### src/rtl/bitcell_mem_array.sv
// Word-organised storage array built on the bitcell access semantics:
// sel enables an access, r_w=1 writes (bit-masked), r_w=0 reads into a
// registered output with a one-cycle valid strobe. After every reset a
// clear sequence zeroes each word before any access is accepted.
module bitcell_mem_array #(
  parameter  int WIDTH  = 8,
  parameter  int DEPTH  = 16,
  localparam int ADDR_W = $clog2(DEPTH)
) (
  input  logic              clk,
  input  logic              rst,
  input  logic              sel,
  input  logic              r_w,
  input  logic [ADDR_W-1:0] addr,
  input  logic [WIDTH-1:0]  in,
  input  logic [WIDTH-1:0]  wmask,
  output logic [WIDTH-1:0]  out,
  output logic              out_valid,
  output logic              busy
);

  typedef enum logic {CLEAR, IDLE} state_t;

  state_t            state;
  state_t            state_nxt;
  logic [ADDR_W-1:0] clr_ptr;
  logic              clr_last;
  logic              in_range_p0;
  logic              wr_en_p0;
  logic              rd_en_p0;
  logic [WIDTH-1:0]  rd_data_p0;
  logic [WIDTH-1:0]  mem [DEPTH];

  // Only the bits selected by the mask take the new value.
  function automatic logic [WIDTH-1:0] merge_bits(input logic [WIDTH-1:0] old_w,
                                                  input logic [WIDTH-1:0] new_w,
                                                  input logic [WIDTH-1:0] mask);
    return (old_w & ~mask) | (new_w & mask);
  endfunction

  // ---- p0: request decode (addresses >= DEPTH exist only for non-power-of-two depths)
  assign in_range_p0 = ({1'b0, addr} < (ADDR_W + 1)'(DEPTH));
  assign clr_last    = (clr_ptr == ADDR_W'(DEPTH - 1));
  assign wr_en_p0    = (state == IDLE) && sel && r_w && in_range_p0;
  assign rd_en_p0    = (state == IDLE) && sel && !r_w;
  assign rd_data_p0  = in_range_p0 ? mem[addr] : '0;

  // FSM state register and clear pointer
  always_ff @(posedge clk) begin
    if (rst) begin
      state   <= CLEAR;
      clr_ptr <= '0;
    end else begin
      state <= state_nxt;
      if (state == CLEAR) begin
        clr_ptr <= clr_last ? '0 : clr_ptr + 1'b1;
      end
    end
  end

  // Next-state logic; busy covers the whole clear sequence
  always_comb begin
    state_nxt = state;
    busy      = 1'b0;
    case (state)
      CLEAR: begin
        busy = 1'b1;
        if (clr_last) begin
          state_nxt = IDLE;
        end
      end
      default: ;
    endcase
  end

  // Storage: clear sweep or masked write; nothing is written at a reset edge
  always_ff @(posedge clk) begin
    if (!rst) begin
      if (state == CLEAR) begin
        mem[clr_ptr] <= '0;
      end else if (wr_en_p0) begin
        mem[addr] <= merge_bits(mem[addr], in, wmask);
      end
    end
  end

  // ---- p1: registered read data and its valid strobe
  always_ff @(posedge clk) begin
    if (rst) begin
      out       <= '0;
      out_valid <= 1'b0;
    end else begin
      out_valid <= rd_en_p0;
      if (rd_en_p0) begin
        out <= rd_data_p0;
      end
    end
  end

endmodule
### config.mk
export PLATFORM = sky130hd
export DESIGN_NAME = bitcell_mem_array
export DESIGN_NICKNAME = d
export VERILOG_FILES = /design/src/rtl/bitcell_mem_array.sv
export SDC_FILE = /design/constraint.sdc
export NUM_CORES = 1
export LEC_CHECK = 0
export ABC_AREA = 1
export CAP_MARGIN = 20
export CORE_MARGIN = 2
export CORE_UTILIZATION = 40
export CTS_BUF_LIST = sky130_fd_sc_hd__clkbuf_8
export CTS_CLUSTER_DIAMETER = 150
export DETAILED_ROUTE_END_ITERATION = 16
export PLACE_DENSITY_LB_ADDON = 0.2
export SLEW_MARGIN = 20
export SYNTH_ARGS = -nofsm -noshare
export SYNTH_HDL_FRONTEND = slang
export SYNTH_SLANG_ARGS = --single-unit
### constraint.sdc
create_clock -name clk -period 2.86 [get_ports clk]
set_input_delay 0.572 -clock clk [delete_from_list [all_inputs] [get_ports clk]]
set_output_delay 0.572 -clock clk [all_outputs]
set_load 0.1 [all_outputs]
-- Word-level counts from Yosys, hierarchy flattened
Memories as Yosys holds them, arrays and structs flattened.
Cells that the tools add are included.
W data, S select, Z words.
- bits in writable memories: 128
- logic and storage cells: 29
- register bits: 14
- memories: 1
- bits of input ports: 24
- memory list (memory ; words ; width ; read ports ; clocked after Yosys merged registers in ; wr ports ; line ; text):
    mem ; 16 ; 8 ; 1 ; 0 ; 1 ; 32 ; logic [WIDTH-1:0] mem [DEPTH];
- reduce and logical (&&, ||, !) cells: 5
- mux-type cells: 13
- equal/unequal tests: 1
- add/subtract/negate cells: 1
- bitwise logic cells: 4
- operator list (cell ; number):
    $and A8 B8 Y8 ; 2
    $mux W1 ; 10
    $mux W4 ; 2
    $mux W8 ; 1
    $not A8 Y8 ; 1
    $or A8 B8 Y8 ; 1
    $reduce_or A8 Y1 ; 1
    $add A4 B1 Y4 const B ; 1
    $eq A4 B4 Y1 const B ; 1
    $logic_and A1 B1 Y1 ; 3
    $logic_not A1 Y1 ; 1

-- Longest topological paths before layout
Gate-level depths: netlist of run 1.
- depth in word-level cells: 8
- depth in mapped cells: 11
- depth with buffers taken out: 9

-- Worst setup path before layout of run 1
OpenSTA, ideal clock, no wires.
- path type: input to register
- from: in addr[0]
- to: mem mem[11][0], enable pin
- cell stages on the path: 6
- arrival: 1657 ps
- setup slack: 833 ps
- library setup time: 370 ps
- data required time: 2490 ps
- path through: inv_1 > buf_4 > buf_2 > o21ai_1 > nand2_1 > nor2_1
- cells in the longest elaborated chain, start to end: 1
- RTL lines (item ; line ; text):
    start: declaration ; 14 ; input logic [ADDR_W-1:0] addr,
    $mux W4 (no line) ; n/a ;
    end: declaration ; 32 ;
Every way passes these cells.

-- Worst setup path after layout of run 1
- from: in addr[2]
- to: mem mem[11][5] (data pin)
- cells in the longest elaborated chain, start to end: 4
- RTL lines (item ; line ; text):
    $mem_v2 Z16 W8 ; n/a ;
    $and A8 B8 Y8 ; 38 ; return (old_w & ~mask) | (new_w & mask);
    $or A8 B8 Y8 ; 38 ;
    $mux W8 (no line) ; n/a ;
Every way passes these cells.

==> results of run 1 <==
[path summary, 6_finish.rpt]
check        slack, ns         end        from
max               0.55  mem[11][5]     addr[2]
min               0.50  clr_ptr[3]  clr_ptr[3]
max reg2reg       0.81  mem[10][2]       state
min reg2reg       0.50  clr_ptr[3]  clr_ptr[3]
[flip-flops by register name (all words and copies together) (netlist names)]
| register | flops |
|---|---|
| out_valid | 1 |
| state | 1 |
| mem | 128 |
| clr_ptr | 4 |
| out | 8 |
[metrics by stage]
stage | setup slack [ns] | instances
2_1_floorplan | 0.833 | 658
3_3_place_gp | 0.156 | 911
3_5_place_dp | 0.135 | 911
4_1_cts | 0.612 | 943
5_1_grt | 0.395 | 943
6_report | 0.553 | 943
[routing by layer]
layer | up-vias | GRT usage [%]
li1 | 2238 | -
met5 | - | 0
met2 | 169 | 31.7
met4 | 0 | 9.11
met1 | 2194 | 28.6
met3 | 31 | 5.70
[cell usage in the layout (no fill, tap or decap)]
master,netlist,final
o21ai_1,3,3
nand2_2,3,3
edfxtp_1,128,128
inv_2,1,2
dfxtp_1,14,14
nand3_1,101,101
a211oi_1,1,1
nand4_1,1,1
nor3_1,1,1
nand2_1,215,215
bufinv_16,0,3
nand4_4,1,1
buf_2,15,1
a21oi_1,4,4
clkdlybuf4s50_1,0,22
inv_1,98,101
o21ai_0,4,4
buf_12,0,7
clkinv_1,1,1
nor2_1,50,50
nor2_4,1,1
clkbuf_8,0,21
buf_4,6,40
ha_1,1,1
clkinvlp_4,0,1
o21ai_2,2,2
clkinv_2,0,3
[critical path: cells and delay by family]
family	cells	cell delay, ns
buffers and inverters	4	1.49
AND/OR/NAND/NOR	4	0.42
[power by group through the flow]
| stage | sequential (uW) | clock, uW | combinational [uW] |
|---|---|---|---|
| final | 2260 | 1680 | 282 |
| after global routing | 2260 | 1790 | 311 |
| after CTS | 2260 | 1710 | 280 |
| after detailed placement | 2310 | 0 | 278 |
| after global placement | 2310 | 0 | 279 |
| after floorplan | 2310 | 0 | 161 |
[logic make-up (layout without fill, tap and decap cells)]
group | Yosys count | after routing | synth area share (%)
AND/OR/NAND/NOR | 373 | 373 | 24.8
flip-flops | 142 | 142 | 65.4
buffers and inverters | 128 | 202 | 8.39
AO/OA/AOI/OAI | 14 | 14 | 1.27
adder cells (fa/ha/maj) | 1 | 1 | 0.198
[area by class of cell]
cell class / count / area share, %
clock buffer: 21 / 3.85
sequential: 142 / 55.0
multi-input combinational: 388 / 22.1
timing repair buffer: 70 / 8.87
tap: 211 / 3.52
clock inverter: 11 / 1.70
inverter: 100 / 5.00
==> impl_metrics.toml, run 1 <==
[clock_tree]
cts_setup_buffers = 0
cts_root_buf = "clkbuf_8"
cts.clk_slew.worst_paths_ns = 0.07
cts_sinks = 142
clockBufferDepth = 2
cts_max_level = 4
clock_latency_ns = 0.47
cts_resized = 0
cts_tree = "built"
holdBufCountCts = 0
cts_made_buffers = 17

[final_layout]
ff_latch_area_um2 = 4120
num_antenna_cells = 0
multi_input_area_um2 = 1660
final_nets = 744
final_core_utilization_pct = 49.0
drive_gt1_share_pct = 11.6
stdcell_area_um2 = 7500
area_growth_pct = 18.9
fillCellCount = 1445

[timing]
setup_viol = 0
finClkSkew_ns = 0.0156
drv_slew = 0
clock.fmax_mhz = 434
worst_pin_slew_ns = 0.549
hold_viol = 0
fin_hold_ws_ns = 0.500
setup-tns-final_ns = 0
period_share_pct = 80.6
finalCriticalPeriod_ns = 2.31
rsz0062_at_grt = "no"
max_slew_margin_pct = 63.4

[global_routing]
grt.total_usage_pct = 21.0
grt_pass1_vias = 4549
grt_start_max_net_pins = 65
grt_pass1_wl_mm = 25.5
antenna_found_initial = 0
grt-ovfl-total = 0

[critical_path]
crit_type = "input pin to register"
worstPathRequired_ns = 3.04
crit_path_top_delay_cell = "clkdlybuf4s50_1"
worstPathMaxFanout = 16
critical_path.most_common_cell = "nand3_1"
crit_path_max_incr_delay_ns = 0.49
cp-end-kind = "register"
path_cells = "clkdlybuf4s50_1 -> clkinv_1 -> buf_4 -> nand3_1 -> nand3_1 -> nand3_1 -> nand2_1 -> inv_1"
startpoint_type = "input pin"
arrival_ns = 2.49
r2r_cells = 7

[synthesis]
synth_area_leaders = "edfxtp_1 (61%), nand2_1 (13%), nand3_1 (8.0%)"
synth_edf_count = 128
async_reset_ff_share_pct = 0
synth_top_area_share_pct = 60.9
ys_types = 23
synth_flop_cell = "edfxtp_1"
synth_area_per_cell_um2 = 9.59
ys_seq_area_share_pct = 65.4
synth_cells = 658
syn_area_um2 = 6310
yosysMostFrequentCell = "nand2_1"
ys.warnings.count = 0
yosys.area.top_type = "edfxtp_1"
yosys-top-cells-count = "nand2_1 (215), edfxtp_1 (128), nand3_1 (101), inv_1 (98), nor2_1 (50)"
ys_seq_elements = 142
synthesis.nets = 683

[floorplan]
core_area_um2 = 15300
die_h_um = 130
num_rows = 45
die_w_um = 130
boundaryPins = 34
die_area_um2 = 16800
initial_core_util_pct = 41.2

[placement]
gp_congestion = 0.833
hpwl_mm = 10.8
post_dp_cell_area_um2 = 7080
io_buffers = 33

[power_and_ir_drop]
clkPwrFrac_pct = 39.7
p_leak_uw = 0.00334
power_density_nw_per_um2 = 563
power_frac_comb_pct = 6.7
power_uw = 4220
seq_power_share_pct = 53.6
swShare_pct = 21.9
p_switching_uw = 924
irDropWorstVdd_v = 0.000326
p_int_uw = 3300

[hold_path]
holdPathStages = 2
hp-class = "register to register"

[routing]
via_per_inst = 4.91
wl_met3_mm = 1.17
top_layer = "met4"
drc = 0
ant_nets = 0
drt_pass1_iterations = 5
wl_met1_mm = 7.56
avgRoutedWirePerCell_um = 17.5
met2_length_mm = 7.35
first_iter_violations = 491
vias = 4632
drt_wl_total_mm = 16.5

[status]
outcome = "finished, final reports clean"

[job]
cap_violations = 0
Power figures use the tool's default switching activity.
==> run 2, diff against run 1 <==
Clock period 2.86 ns to 2.2 ns, I/O delays scaled along.
==> impl_metrics.toml, run 2 (synthesis results as in run 1) <==
[timing]
setup_viol = 0
finClkSkew_ns = 0.0127
rsz0062_at_grt = "no"
max_slew_margin_pct = 72.0
hold_viol = 0
period_share_pct = 90.3
finalCriticalPeriod_ns = 1.99
worst_pin_slew_ns = 0.419
clock.fmax_mhz = 503
fin_hold_ws_ns = 0.499
drv_slew = 0

[clock_tree]
clock_latency_ns = 0.45
cts_resized = 0
cts_max_level = 4
cts.clk_slew.worst_paths_ns = 0.08
cts_made_buffers = 17
cts_root_buf = "clkbuf_8"
cts_setup_buffers = 0
clockBufferDepth = 2
cts_tree = "built"
cts_sinks = 142
holdBufCountCts = 0

[critical_path]
crit_path_top_delay_cell = "clkdlybuf4s50_1"
cp-end-kind = "register"
worstPathRequired_ns = 2.36
crit_type = "input pin to register"
worstPathMaxFanout = 11
rrSetupSlack_ns = 0.25
arrival_ns = 2.15
startpoint_type = "input pin"
r2r-end = "mem[6][6]"
crit_path_max_incr_delay_ns = 0.54
reg2reg_from = "state"
r2r_cells = 5
path_cells = "clkdlybuf4s50_1 -> nand4_4 -> o21ai_1 -> nand3_1 -> nor2_1 -> buf_4"

[routing]
drc = 0
via_per_inst = 4.85
vias = 4694
drt_wl_total_mm = 16.3
first_iter_violations = 480
avgRoutedWirePerCell_um = 16.9
drt_pass1_iterations = 5
ant_nets = 0

[final_layout]
layout_commonest_cell = "nand2_1"
final_nets = 768
largest_registers = "mem x128, out x8, clr_ptr x4"
drive_gt1_share_pct = 14.4
ff_latch_area_um2 = 4120
largest_register_ffs = 128
area_growth_pct = 21.6
num_antenna_cells = 0
multi_input_area_um2 = 1660
final_cell_mix = "nand2_1 (215), edfxtp_1 (128), nand3_1 (101)"
fillCellCount = 1406
top_register = "mem"

[hold_path]
hp-class = "register to register"
holdPathStages = 2
holdPathEnd = "clr_ptr[3]"
min_from = "clr_ptr[3]"

[power_and_ir_drop]
power_density_nw_per_um2 = 685
irDropWorstVdd_v = 0.000407
p_leak_uw = 0.00343
power_uw = 5250

[global_routing]
grt-ovfl-total = 0
antenna_found_initial = 0
grt_start_max_net_pins = 38
grt_pass1_vias = 4438
grt_pass1_wl_mm = 25.2
grt.total_usage_pct = 20.6

[job]
cap_violations = 0

[floorplan]
boundaryPins = 34
die_w_um = 130
die_area_um2 = 16800
die_h_um = 130
num_rows = 45
initial_core_util_pct = 41.2
core_area_um2 = 15300

[placement]
hpwl_mm = 11.3
gp_congestion = 0.916
io_buffers = 33

[status]
outcome = "finished, final reports clean"
==> run 2: critical path: cells and delay by family <==
kind	cells	cell delay, ns
AND/OR/NAND/NOR	3	0.64
buffers and inverters	2	0.73
AO/OA/AOI/OAI	1	0.32
==> run 2: through the flow <==
| step | utilization [%] | setup slack, ns | setup TNS (ns) | area [um2] | std cells |
|---|---|---|---|---|---|
| after floorplan | - | 0.305 | 0 | 6310 | 658 |
| after global placement | 47.8 | -0.214 | -22.64 | 7310 | 935 |
| after detailed placement | 47.8 | -0.211 | -25.27 | 7310 | 935 |
| after CTS | 50.1 | 0.244 | 0 | 7670 | 967 |
| after global routing | 50.1 | 0.102 | 0 | 7670 | 967 |
| final | 50.1 | 0.214 | 0 | 7670 | 967 |
==> run 2: how the worst max path moves through the flow <==
stage | start | to | slack (ns)
after floorplan | addr[0] | mem[11][0] | 0.31
after global placement | addr[1] | mem[8][7] | -0.21
after detailed placement | sel | mem[6][1] | -0.21
after CTS | state | mem[6][6] | 0.24
after global routing | addr[1] | mem[12][7] | 0.10
final | r_w | mem[6][6] | 0.21
==> run 2: layer usage <==
metal / wire (um) / global-route usage (%) / vias to the layer above / part of all wire [%]
li1: - / - / 2287 / -
met1: 7500 / 29.7 / 2187 / 46
met2: 7230 / 30.7 / 197 / 44
met3: 1280 / 4.62 / 23 / 7.8
met4: 303 / 7.65 / 0 / 1.9
met5: 0 / 0 / - / 0
==> run 2: where the power goes <==
part	leakage, uW	internal (uW)	total (uW)	switching, uW
registers	0.00147	2930	2940	12.4
logic	0.00178	153	390	237
clock network	0.000176	884	1920	1040
total	0.00343	3970	5250	1280
==> run 2: final cells by class <==
class	instances	share of cell area (%)
well taps	211	3.44
clock inverters	15	1.58
repair buffers	94	11.7
clock buffers	17	3.05
flip-flops and latches	142	53.8
multi-input cells	388	21.6
inverters	100	4.89
==> run 3, diff against run 2 <==
Settings changed: CORE_UTILIZATION 40 to 62, CTS_CLUSTER_SIZE set to 8.
==> impl_metrics.toml, run 3 (synthesis results as in run 1) <==
[status]
outcome = "finished, final reports clean"

[timing]
period_share_pct = 92.6
hold_viol = 0
finalCriticalPeriod_ns = 2.04
clock.fmax_mhz = 491
setup_viol = 0
fin_hold_ws_ns = 0.520
finClkSkew_ns = 0.0111
rsz0062_at_grt = "no"
drv_slew = 0
max_slew_margin_pct = 73.2
worst_pin_slew_ns = 0.401
setup-tns-final_ns = 0

[clock_tree]
cts.clk_slew.worst_paths_ns = 0.08
cts_root_buf = "clkbuf_8"
cts_made_buffers = 17
holdBufCountCts = 0
cts_max_level = 4
cts_tree = "built"
clock_latency_ns = 0.45
clockBufferDepth = 2
cts_setup_buffers = 0
cts_resized = 0
cts_sinks = 142

[critical_path]
arrival_ns = 2.19
rrSetupSlack_ns = 0.19
crit_type = "input pin to register"
worstPathMaxFanout = 10
worstPathRequired_ns = 2.36
startpoint_type = "input pin"
cp-end-kind = "register"

[floorplan]
die_area_um2 = 11000
die_w_um = 105
die_h_um = 105
boundaryPins = 34
initial_core_util_pct = 64.2
num_rows = 36
core_area_um2 = 9820

[global_routing]
grt_start_max_net_pins = 65
antenna_found_initial = 0
grt_pass1_wl_mm = 24.7
grt-ovfl-total = 0
grt.total_usage_pct = 30.3
grt_pass1_vias = 4679

[routing]
drt_wl_total_mm = 15.9
vias = 4793
drt_pass1_iterations = 8
drc = 0
first_iter_violations = 515
ant_nets = 0
via_per_inst = 5.48
avgRoutedWirePerCell_um = 18.2

[final_layout]
area_growth_pct = 19.7
final_nets = 753
final_cell_mix = "nand2_1 (215), edfxtp_1 (128), nand3_1 (101)"
drive_gt1_share_pct = 12.7
layout_commonest_cell = "nand2_1"
num_antenna_cells = 0
top_register = "mem"
fillCellCount = 644
largest_registers = "mem x128, out x8, clr_ptr x4"
stdcell_area_um2 = 7550
final_core_utilization_pct = 76.9
largest_register_ffs = 128

[power_and_ir_drop]
power_density_nw_per_um2 = 736
swShare_pct = 22.5
p_int_uw = 4310
p_switching_uw = 1250
clkPwrFrac_pct = 40.3
p_leak_uw = 0.00339
irDropWorstVdd_v = 0.000535
power_frac_comb_pct = 6.8
seq_power_share_pct = 52.9

[placement]
io_buffers = 33
gp_congestion = 0.966
post_dp_cell_area_um2 = 7120
hpwl_mm = 10.2

[job]
cap_violations = 0

[hold_path]
hp-class = "register to register"
run 3: cell types whose count changed in the layout (fill, tap and decap cells not counted), sizes merged:
| cell | before | now |
|---|---|---|
| buf | 72 | 57 |
| bufinv | 1 | 4 |
| clkinv | 8 | 6 |
| clkinvlp | 3 | 1 |
| inv | 103 | 104 |
run 3: metal layers:
layer  vias up  part of all wire [%]  track usage, %
met3        45                    12            8.73
met5         -                     0               0
met1      2165                    40            40.5
met2       329                    46            47.1
li1       2254                     -               -
met4         0                   3.0            12.3
run 3: layout make-up:
class,instances,area (um2),area share (%)
Clock inverter,15,198,2.62
Tap cell,133,166,2.20
Clock buffer,17,234,3.10
Timing Repair Buffer,79,796,10.5
Multi-Input combinational cell,388,1660,21.9
Sequential cell,142,4120,54.6
Inverter,100,375,4.97
run 3: final timing paths:
check,startpoint,cells after the start,to
max,sel,6,mem[6][1]
min,clr_ptr[3],2,clr_ptr[3]
max reg2reg,state,5,mem[6][1]
min reg2reg,clr_ptr[3],2,clr_ptr[3]
run 3: power by group through the flow:
| stage | Clock (uW) | Combinational [uW] | Sequential, uW |
|---|---|---|---|
| 5_1_grt | 2370 | 402 | 2940 |
| 4_1_cts | 2250 | 366 | 2940 |
| 2_1_floorplan | 0 | 209 | 3000 |
| 3_3_place_gp | 0 | 352 | 3000 |
| 3_5_place_dp | 0 | 361 | 3000 |
| 6_report | 2240 | 376 | 2940 |
run 3: critical path: stages:
cell	delay, ns
clkdlybuf4s50_1	0.54
nand4_4	0.21
o21ai_1	0.29
nand3_1	0.32
nor2_1	0.21
buf_4	0.19
run 3: through the flow:
stage               total power, uW  setup WS (ns)  std cells
finish                         5560          0.163        874
global route                   5720         0.0556        874
CTS                            5560          0.228        874
detailed placement             3360         -0.233        842
global placement               3350         -0.146        842
floorplan                      3210          0.305        658
==> variant: new RTL, config.mk and constraints of run 3 <==
Set the parameter `DEPTH` to 32 (it was 16).
--- a/src/rtl/bitcell_mem_array.sv
+++ b/src/rtl/bitcell_mem_array.sv
@@ -4,7 +4,7 @@
 // clear sequence zeroes each word before any access is accepted.
 module bitcell_mem_array #(
   parameter  int WIDTH  = 8,
-  parameter  int DEPTH  = 16,
+  parameter  int DEPTH  = 32,
   localparam int ADDR_W = $clog2(DEPTH)
 ) (
   input  logic              clk,
Interface: changed (resized addr); port bits go from 34 to 35. No check against the original RTL was run, so the function may have changed too.
==> variant against run 3 <==
Synthesized cell count is 53% higher. Sequential cell count increased by 129. Wire length is 72% higher. Largest cell class unchanged. Utilization is 2.9 points lower. Total power up 75%. Final area up 75%. Highest routed layer unchanged. Clock skew rose by 0.019 ns. Clock power grew 52%. Area after synthesis is 77% higher. Count of clock-buffer cells in the layout increased by 24. Worst setup slack lost 0.068 ns. Fmax is 3.2% lower. Register-to-register slack about the same. First-iteration DRC count is 81% higher.
==> variant: results (changes against run 3) <==
- Initial DRT Pass Iterations: 5 (-3)
- Dpl cells: 1309 (+55%)
- 1st-iter DRT viols: 934 (+81%)
- Distinct cells, synth: 22 (-4.3%)
- Average size of a mapped cell: 11.14 sq um (+16%)
- Reg2Reg Depth: 10 (+5)
- Met3 usage: 0.04919 (-0.03815)
- VDD IR max: 0.9165 mV (+71%)
- Clock tree buffer depth: 3 (+1)
- Met2 wire length: 13280 microns (+83%)
- Drt total wl: 27390 microns (+72%)
- Metal1 wirelength: 10950 microns (+73%)
- Synthesized Nets: 1032 (+51%)
- Outcome: finished, final reports clean
- I/O Buffers: 34 (+3.0%)
- Routing usage on met1: 0.3974 (-0.007285)
- Place WS: -0.4367 ns (-0.2034 ns)
- Htree depth: 2 (-2)
- EDFF count, synth: 256 (+100%)
- Clock Pin Slew Worst Setup and Hold Paths: 0.06 ns (-0.02 ns)
- Metal3 WL: 2349 microns (+27%)
- Sequential share of the synthesized area: 0.7135 (+0.05975)
- Via density: 5.830 (+6.3%)
- Arr. time, crit path: 2.34 ns (+0.15 ns)
- First-pass GRT wire length: 42160 microns (+71%)
- GP Congestion: 0.8893 (-8.0%)
- GR Util met2: 0.4721 (+0.001342)
- Post-synth top cells: nand2_1 (340), edfxtp_1 (256), nand3_1 (209), nor2_1 (44), buf_2 (28)
- Number of global-route vias before repair: 7847 (+68%)
- Fillers: 1260 (+96%)
- Gr usage total: 0.2895 (-0.01350)
[variant: changes by cell type after synthesis, moves of 10 or more]
cell / change
buf_2: +13
buf_1: +10
o21ai_0: +15
nand2_1: +125
nand3_1: +108
clkbuf_1: +10
a21oi_1: +14
inv_1: -76
edfxtp_1: +128
[variant: cell families (layout without fill, tap and decap cells)]
| kind of cell | Yosys count | after routing | share of synthesized area |
|---|---|---|---|
| compound gates | 43 | 43 | 0.02123 |
| fa+ha+maj | 2 | 2 | 0.002235 |
| buf+inv | 82 | 214 | 0.03129 |
| flops | 271 | 271 | 0.7135 |
| simple gates | 607 | 607 | 0.2318 |
[variant: path summary, 6_finish.rpt]
path                     end  slack, ns        from
hold reg to reg   clr_ptr[0]       0.53  clr_ptr[0]
setup / recovery   mem[3][5]        0.1         r_w
hold / removal    clr_ptr[0]       0.53  clr_ptr[0]
setup reg to reg   mem[3][5]       0.19       state
[variant: critical path, cell delays in order]
cell and delay (ns):
clkdlybuf4s50_1 0.48, inv_1 0.07, nor3_4 0.18, inv_2 0.13, buf_4 0.15, o21ai_2 0.14, inv_1 0.07, nor2_1 0.12
nand2_1 0.18, nor2_1 0.18, buf_4 0.20
[variant: power by group through the flow]
stage | registers (W) | clock network [W] | logic [W]
CTS | 0.00561 | 0.00342 | 0.000724
detailed placement | 0.00572 | 0 | 0.000720
global route | 0.00561 | 0.00363 | 0.000795
finish | 0.00561 | 0.00340 | 0.000732
floorplan | 0.00572 | 0 | 0.000426
global placement | 0.00572 | 0 | 0.000708
[variant: final cells by class]
cell class	count	area (sq um)	area share
flip-flops and latches	271	7988	0.6050
multi-input cells	652	2948	0.2233
repair buffers	130	1254	0.09496
clock buffers	41	564.3	0.04274
well taps	229	286.5	0.02170
inverters	27	102.6	0.007771
clock inverters	16	60.06	0.004549
